File: src/rtl/ad_dac_dma_pkg.sv
// ad_dac_dma_pkg: shared state encoding and constants for the DAC DMA source
package ad_dac_dma_pkg;

    typedef enum logic [2:0] {
        IDLE  = 3'd0,
        FILL  = 3'd1,
        RUN   = 3'd2,
        DRAIN = 3'd3,
        DONE  = 3'd4
    } state_t;

    localparam logic [15:0] DUNF_MAX = 16'hffff;

endpackage

File: src/rtl/ad_dac_dma_fifo.sv
// ad_dac_dma_fifo: single-clock FIFO with wrap-bit pointers and combinational head
module ad_dac_dma_fifo #(
    parameter int DATA_WIDTH = 256,
    parameter int ADDR_WIDTH = 4
) (
    input  logic                  clk,
    input  logic                  rst,
    input  logic                  push,
    input  logic                  pop,
    input  logic                  flush,
    input  logic [DATA_WIDTH-1:0] wdata,
    output logic [DATA_WIDTH-1:0] head,
    output logic                  full,
    output logic                  empty,
    output logic [ADDR_WIDTH:0]   level
);

    logic [DATA_WIDTH-1:0] mem [2**ADDR_WIDTH];
    logic [ADDR_WIDTH:0]   wptr;
    logic [ADDR_WIDTH:0]   rptr;

    assign head  = mem[rptr[ADDR_WIDTH-1:0]];
    assign empty = wptr == rptr;
    assign full  = wptr[ADDR_WIDTH] != rptr[ADDR_WIDTH] &&
                   wptr[ADDR_WIDTH-1:0] == rptr[ADDR_WIDTH-1:0];
    assign level = wptr - rptr;

    always_ff @(posedge clk) begin
        if (rst || flush) begin
            wptr <= '0;
            rptr <= '0;
        end else begin
            wptr <= push ? wptr + 1'b1 : wptr;
            rptr <= pop ? rptr + 1'b1 : rptr;
        end
    end

    always_ff @(posedge clk) begin
        if (push)
            mem[wptr[ADDR_WIDTH-1:0]] <= wdata;
    end

endmodule

File: src/rtl/ad_dac_dma_source.sv
// ad_dac_dma_source: prefilled FIFO feeding the DAC core, with underflow fill and end-of-transfer drain
module ad_dac_dma_source
    import ad_dac_dma_pkg::*;
#(
    parameter int DATA_WIDTH = 256,
    parameter int ADDR_WIDTH = 4,
    parameter int PREFILL    = 8
) (
    input  logic                  dac_clk,
    input  logic                  dac_rst,
    input  logic                  dac_enable,
    input  logic                  dac_valid,
    output logic [DATA_WIDTH-1:0] dac_ddata,
    output logic                  dac_dunf,
    input  logic                  s_axis_valid,
    output logic                  s_axis_ready,
    input  logic [DATA_WIDTH-1:0] s_axis_data,
    input  logic                  s_axis_last,
    output logic [ADDR_WIDTH:0]   fifo_level,
    output logic [15:0]           dunf_count
);

    state_t                state;
    logic                  full;
    logic                  empty;
    logic                  push;
    logic                  pop;
    logic                  flush;
    logic [DATA_WIDTH-1:0] head;
    logic [ADDR_WIDTH:0]   fill_next;

    assign s_axis_ready = (state == FILL || state == RUN) && !full;
    assign push         = s_axis_valid && s_axis_ready;
    assign pop          = (state == RUN || state == DRAIN) && dac_valid && !empty;
    assign flush        = !dac_enable || state == IDLE;
    assign fill_next    = fifo_level + (ADDR_WIDTH+1)'(push);

    ad_dac_dma_fifo #(
        .DATA_WIDTH (DATA_WIDTH),
        .ADDR_WIDTH (ADDR_WIDTH)
    ) i_fifo (
        .clk   (dac_clk),
        .rst   (dac_rst),
        .push  (push),
        .pop   (pop),
        .flush (flush),
        .wdata (s_axis_data),
        .head  (head),
        .full  (full),
        .empty (empty),
        .level (fifo_level)
    );

    always_ff @(posedge dac_clk) begin
        if (dac_rst || !dac_enable) begin
            state      <= IDLE;
            dac_ddata  <= '0;
            dac_dunf   <= 1'b0;
            dunf_count <= '0;
        end else begin
            case (state)
                IDLE: state <= FILL;
                FILL: begin
                    if (push && s_axis_last)
                        state <= DRAIN;
                    else if (fill_next >= (ADDR_WIDTH+1)'(PREFILL))
                        state <= RUN;
                end
                RUN: begin
                    if (dac_valid) begin
                        dac_ddata  <= empty ? '0 : head;
                        dac_dunf   <= empty;
                        dunf_count <= (empty && dunf_count != DUNF_MAX) ? dunf_count + 16'd1 : dunf_count;
                    end
                    if (push && s_axis_last)
                        state <= DRAIN;
                end
                DRAIN: begin
                    if (dac_valid) begin
                        dac_ddata <= empty ? '0 : head;
                        dac_dunf  <= 1'b0;
                    end
                    if (empty || (pop && fifo_level == (ADDR_WIDTH+1)'(1)))
                        state <= DONE;
                end
                DONE: begin
                    if (dac_valid) begin
                        dac_ddata <= '0;
                        dac_dunf  <= 1'b0;
                    end
                end
                default: state <= IDLE;
            endcase
        end
    end

endmodule

File: config.mk
export PLATFORM = sky130hd
export DESIGN_NAME = ad_dac_dma_source
export DESIGN_NICKNAME = d
export VERILOG_FILES = /design/src/rtl/ad_dac_dma_pkg.sv /design/src/rtl/ad_dac_dma_fifo.sv /design/src/rtl/ad_dac_dma_source.sv
export SDC_FILE = /design/constraint.sdc
export NUM_CORES = 2
export LEC_CHECK = 0
export BUFFER_PORTS_ARGS = -buffer_cell sky130_fd_sc_hd__buf_2
export CAP_MARGIN = 20
export CORE_MARGIN = 2
export CORE_UTILIZATION = 60
export CTS_BUF_LIST = sky130_fd_sc_hd__clkbuf_4 sky130_fd_sc_hd__clkbuf_8
export CTS_CLUSTER_DIAMETER = 150
export DETAILED_ROUTE_END_ITERATION = 12
export PLACE_DENSITY = 0.81
export SYNTH_ARGS = -nofsm -noshare
export SYNTH_HDL_FRONTEND = slang
export SYNTH_SLANG_ARGS = --single-unit
File: constraint.sdc
create_clock -name dac_clk -period 61.3 [get_ports dac_clk]
set_clock_uncertainty 0.05 [all_clocks]
set_input_delay 3.065 -clock dac_clk [delete_from_list [all_inputs] [get_ports dac_clk]]
set_output_delay 3.065 -clock dac_clk [all_outputs]
set_load 0.01 [all_outputs]
==> impl_metrics.prom <==
# TYPE chip_impl_metric gauge
chip_impl_metric{name="numCtsBuffers",unit=""} 663
chip_impl_info{name="ys.flop_type",value="sky130_fd_sc_hd__edfxtp_1"} 1
chip_impl_metric{name="ctsHtreeMaxLevel",unit=""} 6
chip_impl_info{name="r2r-end",value="dac_ddata[149]"} 1
chip_impl_metric{name="fillers",unit=""} 15500
chip_impl_metric{name="area_growth_syn_to_layout",unit="%"} 12.9
chip_impl_info{name="crit_path_cell_trace",value="buf_4, buf_4, buf_4, buf_4, buf_4, buf_12, mux4_2, mux4_2, a22oi_1, nor2_1"} 1
chip_impl_metric{name="grt_pass1_vias",unit=""} 81500
chip_impl_metric{name="floorplan.initialDensity",unit="%"} 60.4
chip_impl_metric{name="worst-r2r-cell-count",unit=""} 10
chip_impl_metric{name="clock_sinks",unit=""} 4386
chip_impl_metric{name="syn_avg_cell_area",unit="um2"} 24.2
chip_impl_metric{name="drt_pass1_iterations",unit=""} 8
chip_impl_metric{name="final_critical_path_setup_slack",unit="ns"} 53.92
chip_impl_metric{name="grt_use_total",unit="%"} 27.8
chip_impl_metric{name="seq_area_frac_synth",unit="%"} 78.8
chip_impl_metric{name="mean_routed_wirelength_per_cell",unit="um"} 32.2
chip_impl_metric{name="synth.cell_area",unit="um2"} 164000
chip_impl_metric{name="worst_ep_required_time",unit="ns"} 62.29
chip_impl_metric{name="placeableCoreArea",unit="um2"} 271000
chip_impl_metric{name="timing.hold.ws",unit="ns"} 0.403
chip_impl_metric{name="die_area",unit="um2"} 277000
chip_impl_metric{name="ys_async_sr_fraction",unit="%"} 0
chip_impl_info{name="largest_family_of_logic_cells_by_synthesized_area",value="multiplexers"} 1
chip_impl_metric{name="finalCriticalPeriod",unit="ns"} 7.38
chip_impl_metric{name="post-route-period-util",unit="%"} 12.0
chip_impl_metric{name="place.port_buffers",unit=""} 540
chip_impl_metric{name="post_cts_resize_count",unit=""} 0
chip_impl_metric{name="die_width",unit="um"} 526
chip_impl_metric{name="maxSlewHeadroom",unit="%"} 21.6
chip_impl_info{name="min_to",value="dac_dunf"} 1
chip_impl_metric{name="cts_setup_buffers",unit=""} 0
chip_impl_metric{name="layout-drive-gt1-share",unit="%"} 37.3
chip_impl_info{name="cp_slowest_cell",value="sky130_fd_sc_hd__dfxtp_4"} 1
chip_impl_metric{name="post_synth_xor_area_fraction",unit="%"} 0.149
chip_impl_metric{name="synth_cells",unit=""} 6749
chip_impl_metric{name="routed-via-count",unit=""} 78000
chip_impl_metric{name="finalSetupViolCount",unit=""} 0
chip_impl_metric{name="pre_cts_ws",unit="ns"} 53.37
chip_impl_metric{name="synth_enable_flop_cells",unit=""} 4096
chip_impl_metric{name="drt_wl_total",unit="um"} 384000
chip_impl_info{name="outcome",value="finished, final reports clean"} 1
chip_impl_metric{name="layout.area.seq",unit="um2"} 129000
chip_impl_metric{name="post-place-cells",unit=""} 10600
chip_impl_metric{name="report.final.slew_viol_count",unit=""} 0
chip_impl_metric{name="dr.first_iter.drc_count",unit=""} 9847
chip_impl_metric{name="cts.reportedPaths.clkPinSlew",unit="ns"} 0.06
chip_impl_info{name="rsz0062_at_grt",value="false"} 1
chip_impl_info{name="tritoncts",value="built"} 1
chip_impl_metric{name="worstPathMaxFanout",unit=""} 99
chip_impl_metric{name="clk_path_buf_depth",unit=""} 4
chip_impl_metric{name="synth-warning-count",unit=""} 0
chip_impl_metric{name="post_synth_fa_ha_maj_area_fraction",unit="%"} 0.104
chip_impl_metric{name="gr-total-overflow",unit=""} 0
chip_impl_info{name="clock-root-buffer",value="sky130_fd_sc_hd__clkbuf_8"} 1
chip_impl_info{name="cp_top_family",value="buffers and inverters"} 1
chip_impl_metric{name="holdBufCountCts",unit=""} 0
chip_impl_metric{name="clock_network_latency_to_the_later_pin_of_the_worst_skew_pair",unit="ns"} 1.18
chip_impl_metric{name="tns",unit="ns"} 0
chip_impl_metric{name="timing.max_cap.violations",unit=""} 0
chip_impl_info{name="worst_hold_path_type",value="reg -> reg"} 1
chip_impl_metric{name="initial_antenna_violation_count",unit=""} 109
chip_impl_metric{name="boundaryPins",unit=""} 541
chip_impl_metric{name="worst-path-buf-inv",unit=""} 6
chip_impl_metric{name="timing_hold_violations_final",unit=""} 0
chip_impl_metric{name="post_route_non_filler_standard_cell_count",unit=""} 11900
chip_impl_metric{name="remaining_design_rule_violation_count",unit=""} 0
chip_impl_metric{name="fmaxAchievable",unit="MHz"} 135
chip_impl_metric{name="grt_start_max_net_pins",unit=""} 155
chip_impl_metric{name="synth_cell_type_count",unit=""} 46
chip_impl_info{name="cpMostUsedCell",value="sky130_fd_sc_hd__buf_4"} 1
chip_impl_metric{name="final_net_count",unit=""} 7982
chip_impl_metric{name="multi_input_area",unit="um2"} 33100
chip_impl_metric{name="vdd_drop_max",unit="uV"} 25.7
chip_impl_metric{name="route.detailed.vias_per_inst",unit=""} 6.55
chip_impl_metric{name="cp.arrival",unit="ns"} 8.37
chip_impl_info{name="worstSetupPathType",value="reg -> reg"} 1
chip_impl_info{name="start_kind",value="flop"} 1
chip_impl_metric{name="leak_pwr",unit="nW"} 57.2
chip_impl_metric{name="hold-path-cell-count",unit=""} 2
chip_impl_metric{name="mappedNetlistNets",unit=""} 7024
chip_impl_metric{name="power.density_cell_area",unit="nW/um2"} 31.7
chip_impl_metric{name="synth.mux.area_fraction",unit="%"} 17.6
chip_impl_info{name="min-delay-start",value="dac_dunf"} 1
chip_impl_metric{name="antenna_left",unit=""} 0
chip_impl_metric{name="compound_cell_area_share_of_the_yosys_netlist",unit="%"} 1.29
chip_impl_metric{name="final_hpwl_from_detailed_placement",unit="um"} 200000
chip_impl_metric{name="synth-simple-area-share",unit="%"} 0.942
chip_impl_info{name="worst_setup_path_end_kind",value="flop"} 1
chip_impl_metric{name="placement_rows",unit=""} 191
chip_impl_metric{name="first_pass_grt_wire_length",unit="um"} 558000
chip_impl_metric{name="regToRegSetupSlack",unit="ns"} 53.92
chip_impl_metric{name="gp_congestion",unit=""} 0.814
chip_impl_metric{name="critical_path.max_stage_delay",unit="ns"} 0.88
chip_impl_metric{name="worstMarginPinSlew",unit="ns"} 1.18
chip_impl_metric{name="chipHeight",unit="um"} 526
chip_impl_metric{name="ys_seq_elements",unit=""} 4386
layer usage:
layer / part of all wire [%] / vias up / wire, um / GRT usage, %
li1: - / 31100 / - / -
met5: 0.10 / - / 390 / 0
met4: 3.6 / 60 / 13700 / 10.9
met1: 35 / 41300 / 136000 / 36.7
met2: 51 / 4746 / 196000 / 46.1
met3: 9.9 / 770 / 37900 / 5.55
registers in the layout (all words and copies together), names as in the netlist, named ones only:
name	cells
i_fifo.mem	4096
dunf_count	16
dac_ddata	256
i_fifo.rptr	5
state	3
dac_dunf	1
i_fifo.wptr	5
final cells by class:
class / instances / area share [%]
repair buffers: 671 / 2.21
multi-input cells: 1975 / 17.9
clock buffers: 967 / 6.45
flip-flops and latches: 4386 / 69.7
well taps: 3570 / 2.42
inverters: 10 / 0.0203
clock inverters: 259 / 1.15
diodes: 76 / 0.103
tightest hold or removal path: stages (launching register included):
cell and delay [ns]:
sky130_fd_sc_hd__dfxtp_1 0.31, sky130_fd_sc_hd__nand2_1 0.05, sky130_fd_sc_hd__a21oi_1 0.05
per-stage QoR:
stage	total power, mW	util [%]	cell area [um2]
2_1_floorplan	3.37	-	164000
5_1_grt	6.01	68.1	185000
3_5_place_dp	3.42	62.9	170000
6_report	5.85	68.2	185000
4_1_cts	5.88	68.1	184000
3_3_place_gp	3.41	62.9	170000
how the worst max path moves through the flow:
stage	endpoint	slack (ns)	cells after the start
2_1_floorplan	i_fifo.mem[3][0]	38.99	4
4_1_cts	dac_ddata[153]	53.50	10
6_report	dac_ddata[149]	53.92	10
3_3_place_gp	i_fifo.mem[6][154]	53.44	9
5_1_grt	dac_ddata[151]	53.00	10
3_5_place_dp	i_fifo.mem[6][154]	53.37	9
cell usage in the layout (no fill, tap or decap), drive strengths merged, types with 9 or more instances in the layout:
master  instances
nand2          16
nor2          302
bufinv         20
mux4         1280
dfxtp         290
a22oi         256
clkinv        194
buf           671
diode          76
inv            48
xnor2          13
ha             12
xor2           14
clkbuf        967
nand3           9
edfxtp       4096
where the power goes:
part / internal, mW / switching (mW) / total, mW / leakage (nW)
sequential: 3.28 / 0.00225 / 3.28 / 39.2
clock: 1.35 / 1.14 / 2.49 / 7.43
combinational: 0.0199 / 0.0586 / 0.0785 / 10.6
total: 4.65 / 1.20 / 5.85 / 57.2
logic make-up after synthesis:
logic type               after synthesis
AO/OA/AOI/OAI                        280
flip-flops                          4386
buffers and inverters                388
multiplexers                        1283
adder cells (fa/ha/maj)               13
AND/OR/NAND/NOR                      372
XOR/XNOR                              27
Yosys cell counts, types with 4 or more instances:
library cell	number	area, um2
sky130_fd_sc_hd__dfxtp_1	290	5810
sky130_fd_sc_hd__nand3_1	9	45.0
sky130_fd_sc_hd__nand4_1	7	43.8
sky130_fd_sc_hd__a21oi_1	6	30.0
sky130_fd_sc_hd__edfxtp_1	4096	123000
sky130_fd_sc_hd__nor2_1	302	1130
sky130_fd_sc_hd__inv_1	10	37.5
sky130_fd_sc_hd__mux4_2	1280	28800
sky130_fd_sc_hd__nor2b_1	6	37.5
sky130_fd_sc_hd__and3_1	6	37.5
sky130_fd_sc_hd__buf_1	25	93.8
sky130_fd_sc_hd__xor2_1	13	114
sky130_fd_sc_hd__nand2_1	16	60.1
sky130_fd_sc_hd__and4_1	4	35.0
sky130_fd_sc_hd__xnor2_1	13	114
sky130_fd_sc_hd__clkbuf_1	234	878
sky130_fd_sc_hd__ha_1	12	150
sky130_fd_sc_hd__nand2b_1	4	25.0
sky130_fd_sc_hd__buf_6	31	349
sky130_fd_sc_hd__a22oi_1	256	1920
sky130_fd_sc_hd__nor3_1	5	25.0
sky130_fd_sc_hd__buf_4	10	75.1
sky130_fd_sc_hd__buf_2	78	390
Power figures use the tool's default switching activity.
